File: src/rtl/mem_access_master.sv
// rtl/mem_access_master.sv - registered load/store master for the core data-memory bus
// One request in flight; bus outputs and response are registered, ready/valid decode from state.
module mem_access_master #(
  parameter int DATA_WIDTH = 64,
  parameter int TIMEOUT    = 255
) (
  input  logic                  iClock,
  input  logic                  iReset,
  input  logic                  iReqValid,
  output logic                  oReqReady,
  input  logic                  iReqWr,
  input  logic [DATA_WIDTH-1:0] iReqAddr,
  input  logic [DATA_WIDTH-1:0] iReqData,
  input  logic [7:0]            iReqLen,
  input  logic                  iReqSigned,
  output logic                  oRespValid,
  output logic [DATA_WIDTH-1:0] oRespData,
  output logic                  oRespErr,
  output logic                  oMemRdEn,
  output logic [DATA_WIDTH-1:0] oMemRdAddr,
  input  logic                  iMemRdValid,
  input  logic [DATA_WIDTH-1:0] iMemRdData,
  output logic                  oMemWrEn,
  output logic [DATA_WIDTH-1:0] oMemWrAddr,
  output logic [DATA_WIDTH-1:0] oMemWrData,
  output logic [7:0]            oMemWrMask,
  input  logic                  iMemWrAck
);

  typedef enum logic [1:0] {IDLE, RD_WAIT, WR_WAIT, RESP} state_t;

  state_t                state, state_nx;
  logic [7:0]            cnt, cnt_nx;
  logic [2:0]            off, off_nx;
  logic [7:0]            len, len_nx;
  logic                  sgn, sgn_nx;
  logic                  wr, wr_nx;
  logic                  rd_en_nx, wr_en_nx, err_nx;
  logic [DATA_WIDTH-1:0] rd_addr_nx, wr_addr_nx, wr_data_nx, resp_nx;
  logic [7:0]            wr_mask_nx;
  logic                  aligned, done;
  logic [DATA_WIDTH-1:0] sh, ext;

  assign oReqReady  = (state == IDLE);
  assign oRespValid = (state == RESP);

  always_comb begin
    case (iReqLen)
      8'd1:    aligned = 1'b1;
      8'd2:    aligned = ~iReqAddr[0];
      8'd4:    aligned = (iReqAddr[1:0] == 2'b00);
      8'd8:    aligned = (iReqAddr[2:0] == 3'b000);
      default: aligned = 1'b0;
    endcase
  end

  // Lane-extract the load from the aligned word, then truncate and extend.
  assign sh = iMemRdData >> {off, 3'b000};
  always_comb begin
    case (len)
      8'd1:    ext = {{(DATA_WIDTH-8){sgn & sh[7]}},   sh[7:0]};
      8'd2:    ext = {{(DATA_WIDTH-16){sgn & sh[15]}}, sh[15:0]};
      8'd4:    ext = {{(DATA_WIDTH-32){sgn & sh[31]}}, sh[31:0]};
      default: ext = sh;
    endcase
  end

  assign done = wr ? iMemWrAck : iMemRdValid;

  always_comb begin
    state_nx   = state;
    cnt_nx     = cnt;
    off_nx     = off;
    len_nx     = len;
    sgn_nx     = sgn;
    wr_nx      = wr;
    rd_en_nx   = oMemRdEn;
    wr_en_nx   = oMemWrEn;
    rd_addr_nx = oMemRdAddr;
    wr_addr_nx = oMemWrAddr;
    wr_data_nx = oMemWrData;
    wr_mask_nx = oMemWrMask;
    err_nx     = oRespErr;
    resp_nx    = oRespData;
    case (state)
      IDLE: begin
        if (iReqValid) begin
          off_nx = iReqAddr[2:0];
          len_nx = iReqLen;
          sgn_nx = iReqSigned;
          wr_nx  = iReqWr;
          cnt_nx = 8'd0;
          if (!aligned) begin
            state_nx = RESP;
            err_nx   = 1'b1;
            resp_nx  = '0;
          end else if (iReqWr) begin
            state_nx   = WR_WAIT;
            wr_en_nx   = 1'b1;
            wr_addr_nx = {iReqAddr[DATA_WIDTH-1:3], 3'b000};
            wr_data_nx = iReqData << {iReqAddr[2:0], 3'b000};
            wr_mask_nx = 8'(((16'd1 << iReqLen[3:0]) - 16'd1) << iReqAddr[2:0]);
          end else begin
            state_nx   = RD_WAIT;
            rd_en_nx   = 1'b1;
            rd_addr_nx = {iReqAddr[DATA_WIDTH-1:3], 3'b000};
          end
        end
      end
      RD_WAIT, WR_WAIT: begin
        // Completion wins over a timeout landing on the same edge.
        if (done) begin
          state_nx = RESP;
          rd_en_nx = 1'b0;
          wr_en_nx = 1'b0;
          err_nx   = 1'b0;
          resp_nx  = wr ? '0 : ext;
        end else if (cnt == 8'(TIMEOUT - 1)) begin
          state_nx = RESP;
          rd_en_nx = 1'b0;
          wr_en_nx = 1'b0;
          err_nx   = 1'b1;
          resp_nx  = '0;
        end else begin
          cnt_nx = cnt + 8'd1;
        end
      end
      RESP: begin
        state_nx = IDLE;
        cnt_nx   = 8'd0;
        err_nx   = 1'b0;
        resp_nx  = '0;
      end
      default: state_nx = IDLE;
    endcase
  end

  always_ff @(posedge iClock or negedge iReset) begin
    if (!iReset) begin
      state      <= IDLE;
      cnt        <= 8'd0;
      off        <= 3'd0;
      len        <= 8'd0;
      sgn        <= 1'b0;
      wr         <= 1'b0;
      oMemRdEn   <= 1'b0;
      oMemWrEn   <= 1'b0;
      oMemRdAddr <= '0;
      oMemWrAddr <= '0;
      oMemWrData <= '0;
      oMemWrMask <= 8'd0;
      oRespErr   <= 1'b0;
      oRespData  <= '0;
    end else begin
      state      <= state_nx;
      cnt        <= cnt_nx;
      off        <= off_nx;
      len        <= len_nx;
      sgn        <= sgn_nx;
      wr         <= wr_nx;
      oMemRdEn   <= rd_en_nx;
      oMemWrEn   <= wr_en_nx;
      oMemRdAddr <= rd_addr_nx;
      oMemWrAddr <= wr_addr_nx;
      oMemWrData <= wr_data_nx;
      oMemWrMask <= wr_mask_nx;
      oRespErr   <= err_nx;
      oRespData  <= resp_nx;
    end
  end

endmodule
File: config.mk
export PLATFORM = sky130hd
export DESIGN_NAME = mem_access_master
export DESIGN_NICKNAME = d
export VERILOG_FILES = /design/src/rtl/mem_access_master.sv
export SDC_FILE = /design/constraint.sdc
export NUM_CORES = 1
export LEC_CHECK = 0
export ABC_AREA = 0
export CORE_MARGIN = 10
export CORE_UTILIZATION = 29
export CTS_BUF_LIST = sky130_fd_sc_hd__clkbuf_16
export DETAILED_ROUTE_END_ITERATION = 8
export DONT_BUFFER_PORTS = 1
export PLACE_DENSITY = 0.51
export SETUP_SLACK_MARGIN = 0.2
export SLEW_MARGIN = 25
export SYNTH_ARGS = -nofsm -noshare
export SYNTH_HDL_FRONTEND = slang
export SYNTH_SLANG_ARGS = --single-unit
File: constraint.sdc
create_clock -name iClock -period 2.6 [get_ports iClock]
set_input_delay 0.13 -clock iClock [delete_from_list [all_inputs] [get_ports iClock]]
set_output_delay 0.13 -clock iClock [all_outputs]
set_load 0.005 [all_outputs]
# Word level (Yosys, flattened, before mapping)
# Index checks and enable logic that the tools add are counted.
[word_totals]
reg_bits = 284
input_bits = 207
output_inout_bits = 269
elab_cells = 91
[op_classes]
n_addsub = 2
eq_ne = 19
shifts = 4
mux = 34
bitwise = 5
n_reduce_logical = 13
[ops]
columns = ["cell", "n"]
rows = [
  ["$pmux 64 s3", 2],
  ["$mux 64", 5],
  ["$shl 64x6->64", 1],
  ["$shr 64x6->64", 1],
  ["$mux 8", 3],
  ["$pmux 8 s3", 1],
  ["$eq 8x1->1 const B", 2],
  ["$eq 8x2->1 const B", 2],
  ["$eq 8x3->1 const B", 2],
  ["$shl 1x4->16 const A", 1],
  ["$shl 16x3->8", 1],
  ["$sub 16x1->16 const B", 1],
  ["$mux 1", 13],
  ["$mux 2", 5],
  ["$ne 2x2->1 const B", 5],
  ["$reduce_and 5->1", 2],
  ["$add 8x1->8 const B", 1],
  ["$eq 8x4->1 const B", 1],
  ["$eq 8x8->1 const B", 1],
  ["$reduce_and 4->1", 2],
  ["$pmux 2 s3", 1],
  ["$reduce_and 3->1", 2],
  ["$eq 2x2->1 const B", 2],
  ["$logic_not 2->1", 2],
  ["other kinds (12)", 18],
]

# Longest topological paths before layout
[depth]
word_depth = 6
mapped_depth = 12
mapped_depth_nobuf = 9

# Least setup slack after synthesis
# OpenSTA, ideal clock, no wires.
[synth_timing]
path_kind = "input to register"
start = "input port iReqLen[3]"
end = "register oMemWrMask[7]"
setup_ns = 0.121
t_arrival_ns = 2.399
t_required_ns = 2.479
slack_ns = 0.080
stages = 11
path_buffers = 3
path_cell_list = "clkbuf_1 or2_2 clkbuf_1 or2_2 ha_1 clkbuf_1 and2_1 o311ai_1 nand2b_1 a221o_1 a22o_1"
[synth_via]
elab_chain_len = 3
elab_cells_between_ends = 9
cone_classes = "1 x add/sub; 4 x eq/ne; 2 x shift; 1 x mux; 1 x reduce/logical"
[synth_rtl]
columns = ["element", "line_no", "source"]
rows = [
  ["from (decl)", "14", "input logic [7:0] iReqLen,"],
  ["$shl 1x4->16, or another cell as far along", "102", "wr_mask_nx = 8'(((16'd1 << iReqLen[3:0]) - 16'd1) << iReqAddr[2:0]);"],
  ["$sub 16x1->16 / $pmux 1 s4 (equally long branches)", "102, 48", ""],
  ["$shl 16x3->8 / $reduce_and 4->1 (equally long branches)", "-", ""],
  ["to (signal assigned)", "166", "oMemWrMask <= wr_mask_nx;"],
  ["to (decl)", "26", "output logic [7:0] oMemWrMask,"],
]
# Several ways; a longest one is shown, not always the timed one.
# A chain may end at the register's enable or synchronous reset.

# Worst setup path after layout
[layout_timing]
start = "register off[1]"
end = "register oRespData[50]"
[layout_via]
elab_chain_len = 6
elab_cells_between_ends = 8
cone_classes = "1 x shift; 4 x mux; 3 x bitwise"
[layout_rtl]
columns = ["element", "line_no", "source"]
rows = [
  ["from (decl)", "34", "logic [2:0] off, off_nx;"],
  ["from (signal assigned)", "157", "off <= off_nx;"],
  ["$shr 64x6->64 *", "58", "assign sh = iMemRdData >> {off, 3'b000};"],
  ["$and 1x1->1, on equally long branches", "63, 61, 62", ""],
  ["$pmux 64 s3 *", "60", "case (len)"],
  ["$mux 64 *", "117", "resp_nx = wr ? '0 : ext;"],
  ["$mux 64 *", "112", "if (done) begin"],
  ["$pmux 64 s3 *", "85", "case (state)"],
  ["to (signal assigned)", "168", "oRespData <= resp_nx;"],
  ["to (decl)", "17", "output logic [DATA_WIDTH-1:0] oRespData,"],
]
# Mark *: on every way between the ends. The rest lies on a longest branch, timed or not.

==> reports/results.txt <==
Outcome = finished with violations
Failing checks = hold timing
Leakage = 0.00844 uW
Slew HR = 0.398
Slew of the pin with the lowest slew margin = 896 ps
Cts hold-fix bufs = 136
Crit-path max FO = 23
Post-detail-place hpwl = 41900 um
Num CTS Buffers = 37
Post-synth top cells = nand2_1 (306), dfrtp_1 (284), mux2_2 (100), nor2_1 (97), a21oi_1 (90)
Vias = 12113
Global route total overflow = 0
Port-buffer cells = 0
CP Capture Type = flip-flop
Synth async-reset ratio = 1.00
Placer Congestion = 0.855
Post-route clock period utilization = 0.894
Peak VDD IR = 0.000484 V
Post-synthesis sequential area ratio = 0.488
Synth unique cells = 62
CTS Sinks = 284
Critical path class = reg -> reg
First-pass GRT wire length = 86800 um
Post-synthesis instance area = 14600 um2
Clock Skew = 11.9 ps
Die width = 244 um
Largest net degree at the start of global routing = 285
Detail Route Antenna Nets = 0
Synthesis-to-layout area growth = 22.6%
Ys flop type = dfrtp_1
CTS root buf = clkbuf_16
Worst setup SP type = flip-flop
CTS tree = done
Floorplan row count = 82
H-tree Lvls = 2
Synth Instances = 1484
DR iter-0 viols = 912
Vias per cell = 5.33
Most frequent cell after synthesis = nand2_1
Max Buffers Root-to-Sink = 3
Initial antenna violation count = 3
Maxcap violations = 0
Worst-path clk slew = 60 ps
Pwr Density = 871 nW/um2
WP data arrival = 2750 ps
DIE AREA = 59600 um2
Top cells by area, synth = dfrtp_1 (49%), nand2_1 (7.9%), mux2_2 (7.7%)
Req. time, crit path = 3030 ps
Synth Area per Inst = 9.82 um2
Post-synth EDFFs = 0
Share of layout cells above drive strength 1 = 0.140
Initial Util = 0.292
Crit path time final = 2330 ps
Core Box Area = 50000 um2
Vias in the first global route = 12329
RSZ-0062 raised after global routing = true
First drt pass iteration count = 5
Worst r2r path cells = 7
Clock Latency Late Sink = 540 ps
Filler Cell Count = 5025
Synth top area share = 0.488
Die Span Y = 244 um
Setup ws final = 275 ps
Min-delay worst type = in -> async
Remaining DRCs = 0
Wirelength, routed = 60400 um
YS warnings = 0
FF+latch count, synth = 284
Max Fclk = 430 MHz
Top-Level Pins = 476
All-Layer GR Usage = 0.191
Slew Limit Fails = 0
WL per Instance = 26.6 um
Hold Slack = -709 ps
Final hold viol count = 284
Pre-CTS setup slack = -60.3 ps
Cell taking the most area after synthesis = dfrtp_1
# setup viols final = 0
Final net count = 1783
==> layer usage <==
metal,GRT usage,wire length [um]
met1,0.207,21900
met4,0.0515,1400
met2,0.334,30300
met3,0.0803,6780
met5,0,32
==> area by class of cell <==
cell class,instances,area [um2],area share
multi-input combinational,1069,6950,0.389
tap,672,841,0.0471
sequential,284,7110,0.398
clock inverter,28,262,0.0146
timing repair buffer,167,1730,0.0967
inverter,12,45.0,0.00252
antenna,2,5.00,0.000280
clock buffer,37,926,0.0518
==> layout by cell type (no fill, tap or decap), drive strengths merged, types with 3 or more instances in the layout <==
cell type / count
mux4: 11
buf: 32
or2: 3
inv: 17
nor2: 97
conb: 6
clkbuf: 39
a22oi: 3
nor2b: 13
ha: 5
a21o: 34
nor3: 7
and3: 9
clkinvlp: 3
o32ai: 7
nand3: 3
a21oi: 92
mux2: 115
xor2: 4
nor4: 5
nand2b: 11
mux2i: 66
dfrtp: 284
xnor2: 4
o22ai: 4
nand4: 3
o211ai: 22
dlygate4sd3: 133
clkinv: 16
o21ai: 90
nand2: 306
bufinv: 4
a211oi: 26
o21a: 16
o31ai: 25
a22o: 49
o221ai: 8
==> state kept, by name, indices dropped and copies added (netlist names) <==
| signal | flops |
|---|---|
| cnt | 8 |
| len | 8 |
| oMemRdAddr | 61 |
| oMemRdEn | 1 |
| oMemWrAddr | 61 |
| oMemWrData | 64 |
| oMemWrEn | 1 |
| oMemWrMask | 8 |
| oRespData | 64 |
| oRespErr | 1 |
| off | 3 |
| sgn | 1 |
| state | 2 |
| wr | 1 |
==> where the power goes <==
group	internal (uW)	switching [uW]
sequential	4980	631
clock	3000	2090
combinational	2020	2850
total	9990	5570
==> critical path: stages, from the launching register on <==
cell and delay [ps]:
dfrtp_2 460, mux4_2 520, mux2_2 300, and4_4 230, a31oi_4 200, a21oi_2 90, buf_6 190, a22o_1 200
==> path summary, 6_finish.rpt <==
check                                         from                    endpoint  slack [ps]
min in group iClock                    iReqAddr[0]  oMemWrData[43]$_DFFE_PN0P_          40
max in group asynchronous                   iReset          cnt[0]$_DFFE_PN0P_        2590
worst max register to register  off[1]$_DFFE_PN0P_   oRespData[50]$_DFFE_PN0P_         270
worst max-delay path            off[1]$_DFFE_PN0P_   oRespData[50]$_DFFE_PN0P_         270
worst min-delay path                        iReset   oRespData[22]$_DFFE_PN0P_        -710
worst min register to register  len[6]$_DFFE_PN0P_          len[6]$_DFFE_PN0P_         500
==> metrics by stage <==
| stage | TNS, ps | util | cell area (um2) | instances | total power (uW) |
|---|---|---|---|---|---|
| floorplan | 0 | - | 14600 | 1489 | 8770 |
| global placement | -51.8 | 0.304 | 15200 | 2064 | 10100 |
| detailed placement | -60.3 | 0.304 | 15200 | 2064 | 10100 |
| CTS | 0 | 0.355 | 17800 | 2265 | 15600 |
| global route | 0 | 0.358 | 17900 | 2270 | 16400 |
| finish | 0 | 0.358 | 17900 | 2271 | 15600 |
==> cells by family (layout without fill, tap and decap cells) <==
family | after synthesis | count (layout) | share of synthesized area
AOI/OAI and AO/OA | 393 | 393 | 0.180
xor gates and xnor gates | 8 | 8 | 0.00481
adders and majority gates | 5 | 5 | 0.00429
buffers and inverters | 136 | 244 | 0.0404
DFF | 284 | 284 | 0.488
muxes | 192 | 192 | 0.151
other | 1 | 8 | 0.000257
and+or+nand+nor | 465 | 465 | 0.132
==> what timing repair did <==
item / CTS / global route
hold endpoints to repair: 513 / 284
gates resized for setup: 0 / 13
endpoints found under the setup margin: 0 / 109
setup buffers: 0 / 2
(Power assumes the default switching activity.)
